$ cat config.mk
export PLATFORM = sky130hd
export DESIGN_NAME = ula_serial_seq
export DESIGN_NICKNAME = d
export VERILOG_FILES = /design/src/rtl/ula_pkg.sv /design/src/rtl/ula_shreg.sv /design/src/rtl/ula_serial_seq.sv
export SDC_FILE = /design/constraint.sdc
export NUM_CORES = 1
export LEC_CHECK = 0
export ABC_AREA = 1
export ABC_CLOCK_PERIOD_IN_PS = 6290
export CORE_ASPECT_RATIO = 1.25
export CORE_MARGIN = 4
export CORE_UTILIZATION = 48
export DETAILED_ROUTE_END_ITERATION = 7
export PLACE_DENSITY = 0.84
export REMOVE_ABC_BUFFERS = 1
export SLEW_MARGIN = 15
export SYNTH_ARGS = -nofsm -noshare
export SYNTH_HDL_FRONTEND = slang
export SYNTH_SLANG_ARGS = --single-unit
$ cat constraint.sdc
create_clock -name clk -period 6.29 [get_ports clk]
set_clock_uncertainty 0.15 [all_clocks]
set_input_delay 0.9435 -clock clk [delete_from_list [all_inputs] [get_ports clk]]
set_output_delay 0.9435 -clock clk [all_outputs]
set_load 0.02 [all_outputs]
$ cat src/rtl/ula_pkg.sv
// Shared definitions for the bit-serial ALU sequencer: op encodings, FSM states
// and op classification helpers.
package ula_pkg;

  typedef enum logic [2:0] {
    OP_AND  = 3'b000,
    OP_OR   = 3'b001,
    OP_ADD  = 3'b010,
    OP_NOR  = 3'b011,
    OP_XOR  = 3'b100,
    OP_NAND = 3'b101,
    OP_SUB  = 3'b110,
    OP_SLT  = 3'b111
  } alu_op_e;

  typedef enum logic [1:0] {
    ST_IDLE,
    ST_RUN,
    ST_DONE
  } state_e;

  // Ops that run the slice adder; only these report carry_out and overflow.
  function automatic logic op_is_arith(alu_op_e op);
    return (op == OP_ADD) || (op == OP_SUB) || (op == OP_SLT);
  endfunction

  // Ops that invert B and inject a carry-in of 1 at the LSB.
  function automatic logic op_is_sub(alu_op_e op);
    return (op == OP_SUB) || (op == OP_SLT);
  endfunction

endpackage

$ cat src/rtl/ula_shreg.sv
// WIDTH-bit register with parallel load and shift-right, serial input entering
// at the MSB. Load has priority over shift.
module ula_shreg #(
  parameter int WIDTH = 32
) (
  input  logic             clk,
  input  logic             reset,
  input  logic             load_i,
  input  logic             shift_i,
  input  logic [WIDTH-1:0] load_val_i,
  input  logic             ser_i,
  output logic [WIDTH-1:0] q_o
);

  logic [WIDTH-1:0] data_q;

  // NOTE: sequential state is written with <= so every register samples the
  // pre-edge value of its neighbours, which is what makes the shift work.
  always_ff @(posedge clk or posedge reset) begin
    if (reset) begin
      data_q <= '0;
    end else if (load_i) begin
      data_q <= load_val_i;
    end else if (shift_i) begin
      data_q <= {ser_i, data_q[WIDTH-1:1]};
    end
  end

  assign q_o = data_q;

endmodule

$ cat src/rtl/ula_serial_seq.sv
// Bit-serial sequencer driving an external 1-bit ALU slice: streams operands
// LSB first, ripples carry through a register and assembles the result.
module ula_serial_seq
  import ula_pkg::*;
#(
  parameter int WIDTH = 32
) (
  input  logic             clk,
  input  logic             reset,
  input  logic             start,
  input  logic [2:0]       alu_control,
  input  logic [WIDTH-1:0] src_a,
  input  logic [WIDTH-1:0] src_b,
  output logic             busy,
  output logic             done,
  output logic [WIDTH-1:0] result,
  output logic             zero,
  output logic             carry_out,
  output logic             overflow,
  output logic [2:0]       s_alucontrol,
  output logic             s_srca,
  output logic             s_srcb,
  output logic             s_cin,
  output logic             s_addsub,
  output logic             s_less,
  input  logic             s_set,
  input  logic             s_result,
  input  logic             s_cout
);

  localparam int CW = (WIDTH > 1) ? $clog2(WIDTH) : 1;
  localparam logic [CW-1:0] CNT_LAST = CW'(WIDTH - 1);

  state_e           state_q;
  alu_op_e          op_q;
  logic [CW-1:0]    cnt_q;
  logic             carry_q;
  logic             busy_q;
  logic             done_q;
  logic             zero_q;
  logic             carry_out_q;
  logic             overflow_q;
  logic [WIDTH-1:0] result_q;

  logic [WIDTH-1:0] a_sh;
  logic [WIDTH-1:0] b_sh;
  logic [WIDTH-1:0] res_sh;
  logic [WIDTH-1:0] res_full;
  logic [WIDTH-1:0] result_d;
  logic             accept;
  logic             running;
  logic             last_bit;
  logic             arith;
  logic             msb_ovf;
  logic             unused_bits;

  assign accept   = (state_q == ST_IDLE) && start;
  assign running  = (state_q == ST_RUN);
  assign last_bit = running && (cnt_q == CNT_LAST);
  assign arith    = op_is_arith(op_q);

  ula_shreg #(.WIDTH(WIDTH)) u_a_sh (
    .clk(clk), .reset(reset), .load_i(accept), .shift_i(running),
    .load_val_i(src_a), .ser_i(1'b0), .q_o(a_sh)
  );

  ula_shreg #(.WIDTH(WIDTH)) u_b_sh (
    .clk(clk), .reset(reset), .load_i(accept), .shift_i(running),
    .load_val_i(src_b), .ser_i(1'b0), .q_o(b_sh)
  );

  ula_shreg #(.WIDTH(WIDTH)) u_res_sh (
    .clk(clk), .reset(reset), .load_i(accept), .shift_i(running),
    .load_val_i('0), .ser_i(s_result), .q_o(res_sh)
  );

  // Only the LSB of the operand shifters and the upper bits of res_sh are consumed.
  assign unused_bits = ^{a_sh[WIDTH-1:1], b_sh[WIDTH-1:1], res_sh[0]};

  assign s_alucontrol = op_q;
  assign s_addsub     = op_is_sub(op_q);
  assign s_less       = 1'b0;
  assign s_srca       = running & a_sh[0];
  assign s_srcb       = running & b_sh[0];
  assign s_cin        = running & ((cnt_q == '0) ? s_addsub : carry_q);

  assign msb_ovf  = s_cin ^ s_cout;
  assign res_full = {s_result, res_sh[WIDTH-1:1]};

  // NOTE: every signal written in always_comb gets a default first, so no
  // path through the block can leave it unassigned and infer a latch.
  always_comb begin
    result_d = res_full;
    if (op_q == OP_SLT) begin
      result_d = {{(WIDTH-1){1'b0}}, s_set ^ msb_ovf};
    end
  end

  always_ff @(posedge clk or posedge reset) begin
    if (reset) begin
      state_q     <= ST_IDLE;
      op_q        <= OP_AND;
      cnt_q       <= '0;
      carry_q     <= 1'b0;
      busy_q      <= 1'b0;
      done_q      <= 1'b0;
      result_q    <= '0;
      zero_q      <= 1'b0;
      carry_out_q <= 1'b0;
      overflow_q  <= 1'b0;
    end else begin
      case (state_q)
        ST_IDLE: begin
          done_q <= 1'b0;
          if (start) begin
            op_q    <= alu_op_e'(alu_control);
            cnt_q   <= '0;
            carry_q <= 1'b0;
            busy_q  <= 1'b1;
            state_q <= ST_RUN;
          end
        end
        ST_RUN: begin
          carry_q <= s_cout;
          cnt_q   <= cnt_q + 1'b1;
          if (last_bit) begin
            // The MSB slice outputs are still live here, so result and flags
            // are resolved on the same edge that enters DONE.
            state_q     <= ST_DONE;
            busy_q      <= 1'b0;
            done_q      <= 1'b1;
            result_q    <= result_d;
            zero_q      <= (result_d == '0);
            carry_out_q <= arith & s_cout;
            overflow_q  <= arith & msb_ovf;
          end
        end
        ST_DONE: begin
          done_q  <= 1'b0;
          state_q <= ST_IDLE;
        end
        default: begin
          busy_q  <= 1'b0;
          done_q  <= 1'b0;
          state_q <= ST_IDLE;
        end
      endcase
    end
  end

  assign busy      = busy_q;
  assign done      = done_q;
  assign result    = result_q;
  assign zero      = zero_q;
  assign carry_out = carry_out_q;
  assign overflow  = overflow_q;

endmodule

==> results of run 1 <==
power by group:
part	internal (mW)	switching [mW]
Combinational	0.628	0.894
Sequential	1.31	0.165
Clock	0.797	0.363
Total	2.74	1.42
layout by cell type (no fill, tap or decap), types with 2 or more instances in the layout:
master,n
o21ai_0,30
bufinv_16,6
ha_1,3
o221ai_1,62
clkdlybuf4s50_1,116
inv_2,5
clkbuf_16,17
o22ai_1,31
nand2_1,148
o31ai_2,2
nand4_1,5
nand3_2,2
clkbuf_8,5
dfrtp_1,143
o31ai_1,5
o21ai_1,10
nand3_1,16
buf_4,4
nor2_1,15
inv_1,106
nor2_4,2
kinds of logic after synthesis:
group                    count (synthesis)  share of synthesized area (%)
AND/OR/NAND/NOR                        190                           12.9
buffers and inverters                  152                           10.6
AO/OA/AOI/OAI                          145                           17.1
flip-flops                             143                           58.8
adder cells (fa/ha/maj)                  3                          0.616
other                                    1                         0.0616
routing by layer:
layer | wire length [um] | share of wire, % | vias up | global-route usage (%)
li1 | - | - | 2324 | -
met1 | 5290 | 41 | 2300 | 24.4
met2 | 6660 | 51 | 186 | 32.2
met3 | 877 | 6.7 | 17 | 4.00
met4 | 197 | 1.5 | 0 | 6.53
met5 | 0 | 0 | - | 0
flip-flops by register name (all words and copies together), names as in the netlist:
signal / count
u_b_sh.q_o: 32
cnt_q: 5
result: 32
done: 1
carry_out: 1
carry_q: 1
u_a_sh.q_o: 32
s_alucontrol: 3
busy: 1
state_q: 2
u_res_sh.q_o: 31
zero: 1
overflow: 1
cell type report:
type                            count  area (sq um)  share of cell area [%]
Inverter                          114           435                    5.45
Timing Repair Buffer              120          1190                    14.9
Clock buffer                       23           498                    6.24
Tap cell                          164           205                    2.57
Clock inverter                      9           201                    2.52
Multi-Input combinational cell    339          1870                    23.5
Sequential cell                   143          3580                    44.8
through the flow:
stage | total power [mW] | worst slack (ps) | std cells | util (%) | cell area, sq um
floorplan | 2.45 | 1360 | 596 | - | 5880
detailed placement | 3.01 | 2720 | 880 | 59.3 | 7280
finish | 4.16 | 2600 | 912 | 65.0 | 7980
global route | 4.44 | 2380 | 912 | 65.0 | 7980
CTS | 4.19 | 2220 | 912 | 65.0 | 7980
global placement | 2.92 | 2820 | 880 | 59.3 | 7280
worst register-to-register path, cell delays in order, from the launching register on:
cell and delay (ps):
dfrtp_1 400, inv_2 120, nor2_8 70, inv_4 300, buf_4 610, nor2_4 170, inv_2 700, o21ai_0 260
cell usage after synthesis:
library cell,count,share of area (%)
nand2_1,148,9.1
dfrtp_1,143,59
inv_1,107,6.6
o221ai_1,62,8.9
o22ai_1,31,3.2
o21ai_0,30,2.5
buf_2,17,1.4
nand3_1,17,1.4
nor2_1,15,0.92
clkbuf_1,14,0.86
o21ai_1,10,0.82
buf_6,6,1.1
inv_2,5,0.31
nand4_1,5,0.51
o31ai_1,5,0.62
ha_1,3,0.62
nor2_4,2,0.37
o31ai_2,2,0.41
a21oi_1,1,0.082
a32o_1,1,0.16
buf_4,1,0.12
clkinv_1,1,0.062
conb_1,1,0.062
inv_4,1,0.10
nand3_2,1,0.16
nor2_8,1,0.33
nor3_1,1,0.082
o211ai_1,1,0.12
o21bai_1,1,0.12
o22ai_2,1,0.21
final timing paths:
kind | endpoint | slack (ps) | cells past startpoint
worst min register to register | carry_out | 330 | 2
min in group asynchronous | result[20] | 880 | 2
worst max register to register | result[15] | 3340 | 7
worst max-delay path | s_cin | 2600 | 5
worst min-delay path | carry_out | 330 | 2
max in group asynchronous | u_res_sh.q_o[14] | 3870 | 3
==> results.sh, run 1 <==
export IMPL_grt_max_degree=84
export IMPL_crit_path_cell_trace="nand3_2 > nand2_1 > nor2_1 > nor2_1 > clkdlybuf4s50_1"
export IMPL_path_max_fanout=33
export IMPL_holdWs_ps=334
export IMPL_setup_worst_path_end_class="output port"
export IMPL_gp_congestion=0.801
export IMPL_numCtsBuffers=17
export IMPL_path_common_cell="nor2_1"
export IMPL_yosys_warnings=0
export IMPL_die_h_um=134
export IMPL_core_area_sq_mm=0.0123
export IMPL_area_delta_synth_final_pct=31.1
export IMPL_antenna_cells=0
export IMPL_synth_cell_types=30
export IMPL_port_buffers=116
export IMPL_cts_tree="done"
export IMPL_p_leak_nw=3.63
export IMPL_cts_root_buf="clkbuf_16"
export IMPL_vias_per_cell=5.29
export IMPL_clkTransAtPathRegs_ps=60
export IMPL_boundaryPins=118
export IMPL_rsz0062_at_grt="false"
export IMPL_synthCells=634
export IMPL_die_w_um=109
export IMPL_setup_viol=0
export IMPL_cp_slowest_cell="clkdlybuf4s50_1"
export IMPL_tns_ps=0
export IMPL_fmax_mhz=271
export IMPL_worst_slew_pin_slew_ps=914
export IMPL_synth_area_sq_mm=0.00609
export IMPL_slew_headroom_pct=39.0
export IMPL_antenna_left=0
export IMPL_cts_resized=0
export IMPL_outcome="finished, final reports clean"
export IMPL_drt_total_wl_mm=13.0
export IMPL_fin_crit_ps=3690
export IMPL_crit_required_ps=5200
export IMPL_wl_per_cell_um=14.3
export IMPL_htree_levels=4
export IMPL_worstPathArrival_ps=2590
export IMPL_detail_route_first_pass_iterations=5
export IMPL_start_util_pct=49.6
export IMPL_via_count=4827
export IMPL_crit_start="s_alucontrol[1]"
export IMPL_drive_above_1_share_pct=6.68
export IMPL_syn_area_per_cell_sq_um=9.61
export IMPL_startpoint_type="flop"
export IMPL_r2r_start="state_q[0]"
export IMPL_criticalPathCategory="reg -> out"
export IMPL_post_cts_buffers=0
export IMPL_finalHoldViolations=0
export IMPL_drv_cap=0
export IMPL_nets=811
export IMPL_p_per_area_mw_per_mm2=521
export IMPL_period_share_pct=58.6
export IMPL_worst_path_buf_inv=1
export IMPL_cts_sinks=143
export IMPL_dp_hpwl_mm=8.85
export IMPL_grt_use_total_pct=19.1
export IMPL_grt_overflow=0
export IMPL_dieArea_sq_mm=0.0146
export IMPL_drt_iter0_markers=271
export IMPL_drc=0
export IMPL_n_fill_cell=1019
export IMPL_ctsHoldBuffers=0
export IMPL_min_from="carry_out"
export IMPL_ir_drop_mv=0.298
export IMPL_clock_latency_ps=410
export IMPL_synth_seq_cells=143
export IMPL_rows=45
export IMPL_grt_pass1_wl_mm=22.4
export IMPL_first_global_vias=4878
export IMPL_clockBufferDepth=2
export IMPL_cpPeakStageDelay_ps=630
export IMPL_antenna_found_initial=0
export IMPL_hold_path_class="reg -> reg"
export IMPL_ys_seq_area_share_pct=58.8
export IMPL_critPathTopFamily="simple AND/OR/NAND/NOR gates"
export IMPL_slew_violations=0
Power figures use the tool's default switching activity.
==> inputs of run 2 (changes only) <==
Settings changed: ABC_CLOCK_PERIOD_IN_PS 6290 to 3100, CORE_UTILIZATION 48 to 47, PLACE_DENSITY 0.84 to 0.85.
Clock period 6.29 ns to 3.1 ns, I/O delays scaled along.
==> run 2 against run 1 <==
Effect of this change:
- die area increased by 2.0%
- hold slack worse by 56 ps
- non-clock buffer count increased by 4
- clock-buffer cell count down 5
- via count decreased by 0.37%
- sequential power rose by 100%
- register-to-register slack worse by 2600 ps
- highest routed layer unchanged
- combinational power is 100% higher
- global-route usage is 0.82 points lower
- cell area decreased by 1.0%
==> results.sh, run 2 (synthesis gave the netlist of run 1 again) <==
export IMPL_drt_iter0_markers=266
export IMPL_area_delta_synth_final_pct=29.7
export IMPL_rsz0062_at_grt="false"
export IMPL_tns_ps=0
export IMPL_dp_cells=888
export IMPL_wl_per_cell_um=14.1
export IMPL_vias_per_cell=5.23
export IMPL_grt_pass1_wl_mm=21.6
export IMPL_grt_max_degree=99
export IMPL_antenna_left=0
export IMPL_worstPathArrival_ps=2300
export IMPL_grt_use_total_pct=18.3
export IMPL_via_count=4809
export IMPL_port_buffers=116
export IMPL_path_max_fanout=4
export IMPL_ir_drop_mv=0.403
export IMPL_dieArea_sq_mm=0.0149
export IMPL_mostFrequentLayoutCell="nand2_1"
export IMPL_core_area_sq_mm=0.0127
export IMPL_boundaryPins=118
export IMPL_clkTransAtPathRegs_ps=60
export IMPL_cts_resized=0
export IMPL_hold_path_class="in -> async"
export IMPL_outcome="finished, final reports clean"
export IMPL_drive_above_1_share_pct=7.05
export IMPL_nets=815
export IMPL_detail_route_first_pass_iterations=4
export IMPL_htree_levels=4
export IMPL_antenna_cells=0
export IMPL_slew_headroom_pct=39.0
export IMPL_startpoint_type="flop"
export IMPL_crit_required_ps=2480
export IMPL_final_cell_mix="nand2_1, dfrtp_1, clkdlybuf4s50_1, inv_1, o221ai_1"
export IMPL_drv_cap=0
export IMPL_cts_root_buf="clkbuf_16"
export IMPL_fmax_mhz=343
export IMPL_numCtsBuffers=17
export IMPL_criticalPathCategory="reg -> out"
export IMPL_pre_cts_slack_ps=685
export IMPL_slew_violations=0
export IMPL_p_per_area_mw_per_mm2=1020
export IMPL_finalHoldViolations=0
export IMPL_setup_worst_path_end_class="output port"
export IMPL_gp_congestion=0.781
export IMPL_p_leak_nw=3.59
export IMPL_start_util_pct=47.9
export IMPL_layoutNonFillerInstCount=920
export IMPL_cts_sinks=143
export IMPL_fin_ws_ps=187
export IMPL_antenna_found_initial=0
export IMPL_final_seq_area_sq_mm=0.00358
export IMPL_grt_overflow=0
export IMPL_die_h_um=135
export IMPL_dp_hpwl_mm=8.52
export IMPL_post_cts_buffers=0
export IMPL_holdWs_ps=278
export IMPL_p_total_mw=8.04
export IMPL_cts_tree="done"
export IMPL_setup_viol=0
export IMPL_clock_latency_ps=410
export IMPL_ctsHoldBuffers=0
export IMPL_multiInputGateArea_sq_mm=0.00187
export IMPL_die_w_um=110
export IMPL_period_share_pct=94.0
export IMPL_clockBufferDepth=2
export IMPL_rows=46
export IMPL_first_global_vias=4768
export IMPL_drt_total_wl_mm=13.0
export IMPL_fin_crit_ps=2910
export IMPL_n_fill_cell=1018
export IMPL_worst_slew_pin_slew_ps=914
export IMPL_drc=0
run 2: final cells by class:
| cell class | count | share of cell area [%] |
|---|---|---|
| clock inverters | 14 | 1.69 |
| well taps | 168 | 2.66 |
| inverters | 114 | 5.51 |
| flip-flops and latches | 143 | 45.3 |
| multi-input cells | 339 | 23.7 |
| clock buffers | 18 | 5.43 |
| repair buffers | 124 | 15.8 |
run 2: final timing paths:
path	startpoint	to	slack [ps]	cells after the start
worst max-delay path	cnt_q[0]	s_cin	190	9
worst min-delay path	reset	u_a_sh.q_o[4]	280	2
worst max register to register	cnt_q[0]	result[19]	720	9
worst min register to register	zero	zero	330	2
max in group asynchronous	reset	result[6]	1810	3
min in group clk	zero	zero	330	2
run 2: where the power goes:
group          switching [mW]  internal [mW]  leakage, nW
Clock                   0.811           1.12        0.272
Sequential              0.341           2.66         1.75
Combinational            1.81           1.30         1.57
Total                    2.96           5.08         3.59
run 2: through the flow:
| step | instance area (sq um) | utilization (%) |
|---|---|---|
| 2_1_floorplan | 5880 | - |
| 3_3_place_gp | 7340 | 57.7 |
| 3_5_place_dp | 7340 | 57.7 |
| 4_1_cts | 7900 | 62.1 |
| 5_1_grt | 7900 | 62.1 |
| 6_report | 7900 | 62.1 |
run 2: worst max-delay path: stages (launching register included):
cell and delay, ps:
dfrtp_1 400, inv_1 90, ha_1 160, inv_1 50, nor2_1 150, nand2_1 120
nand2_1 70, nand2_1 80, nor2_1 140, clkdlybuf4s50_1 630
run 2: metal layers:
| layer | share of wire (%) | wire, um | track usage, % | up-vias |
|---|---|---|---|---|
| met5 | 0 | 0 | 0 | - |
| met4 | 2.0 | 264 | 7.90 | 0 |
| met2 | 51 | 6690 | 31.0 | 142 |
| li1 | - | - | - | 2350 |
| met3 | 4.3 | 555 | 3.53 | 25 |
| met1 | 42 | 5480 | 22.5 | 2292 |
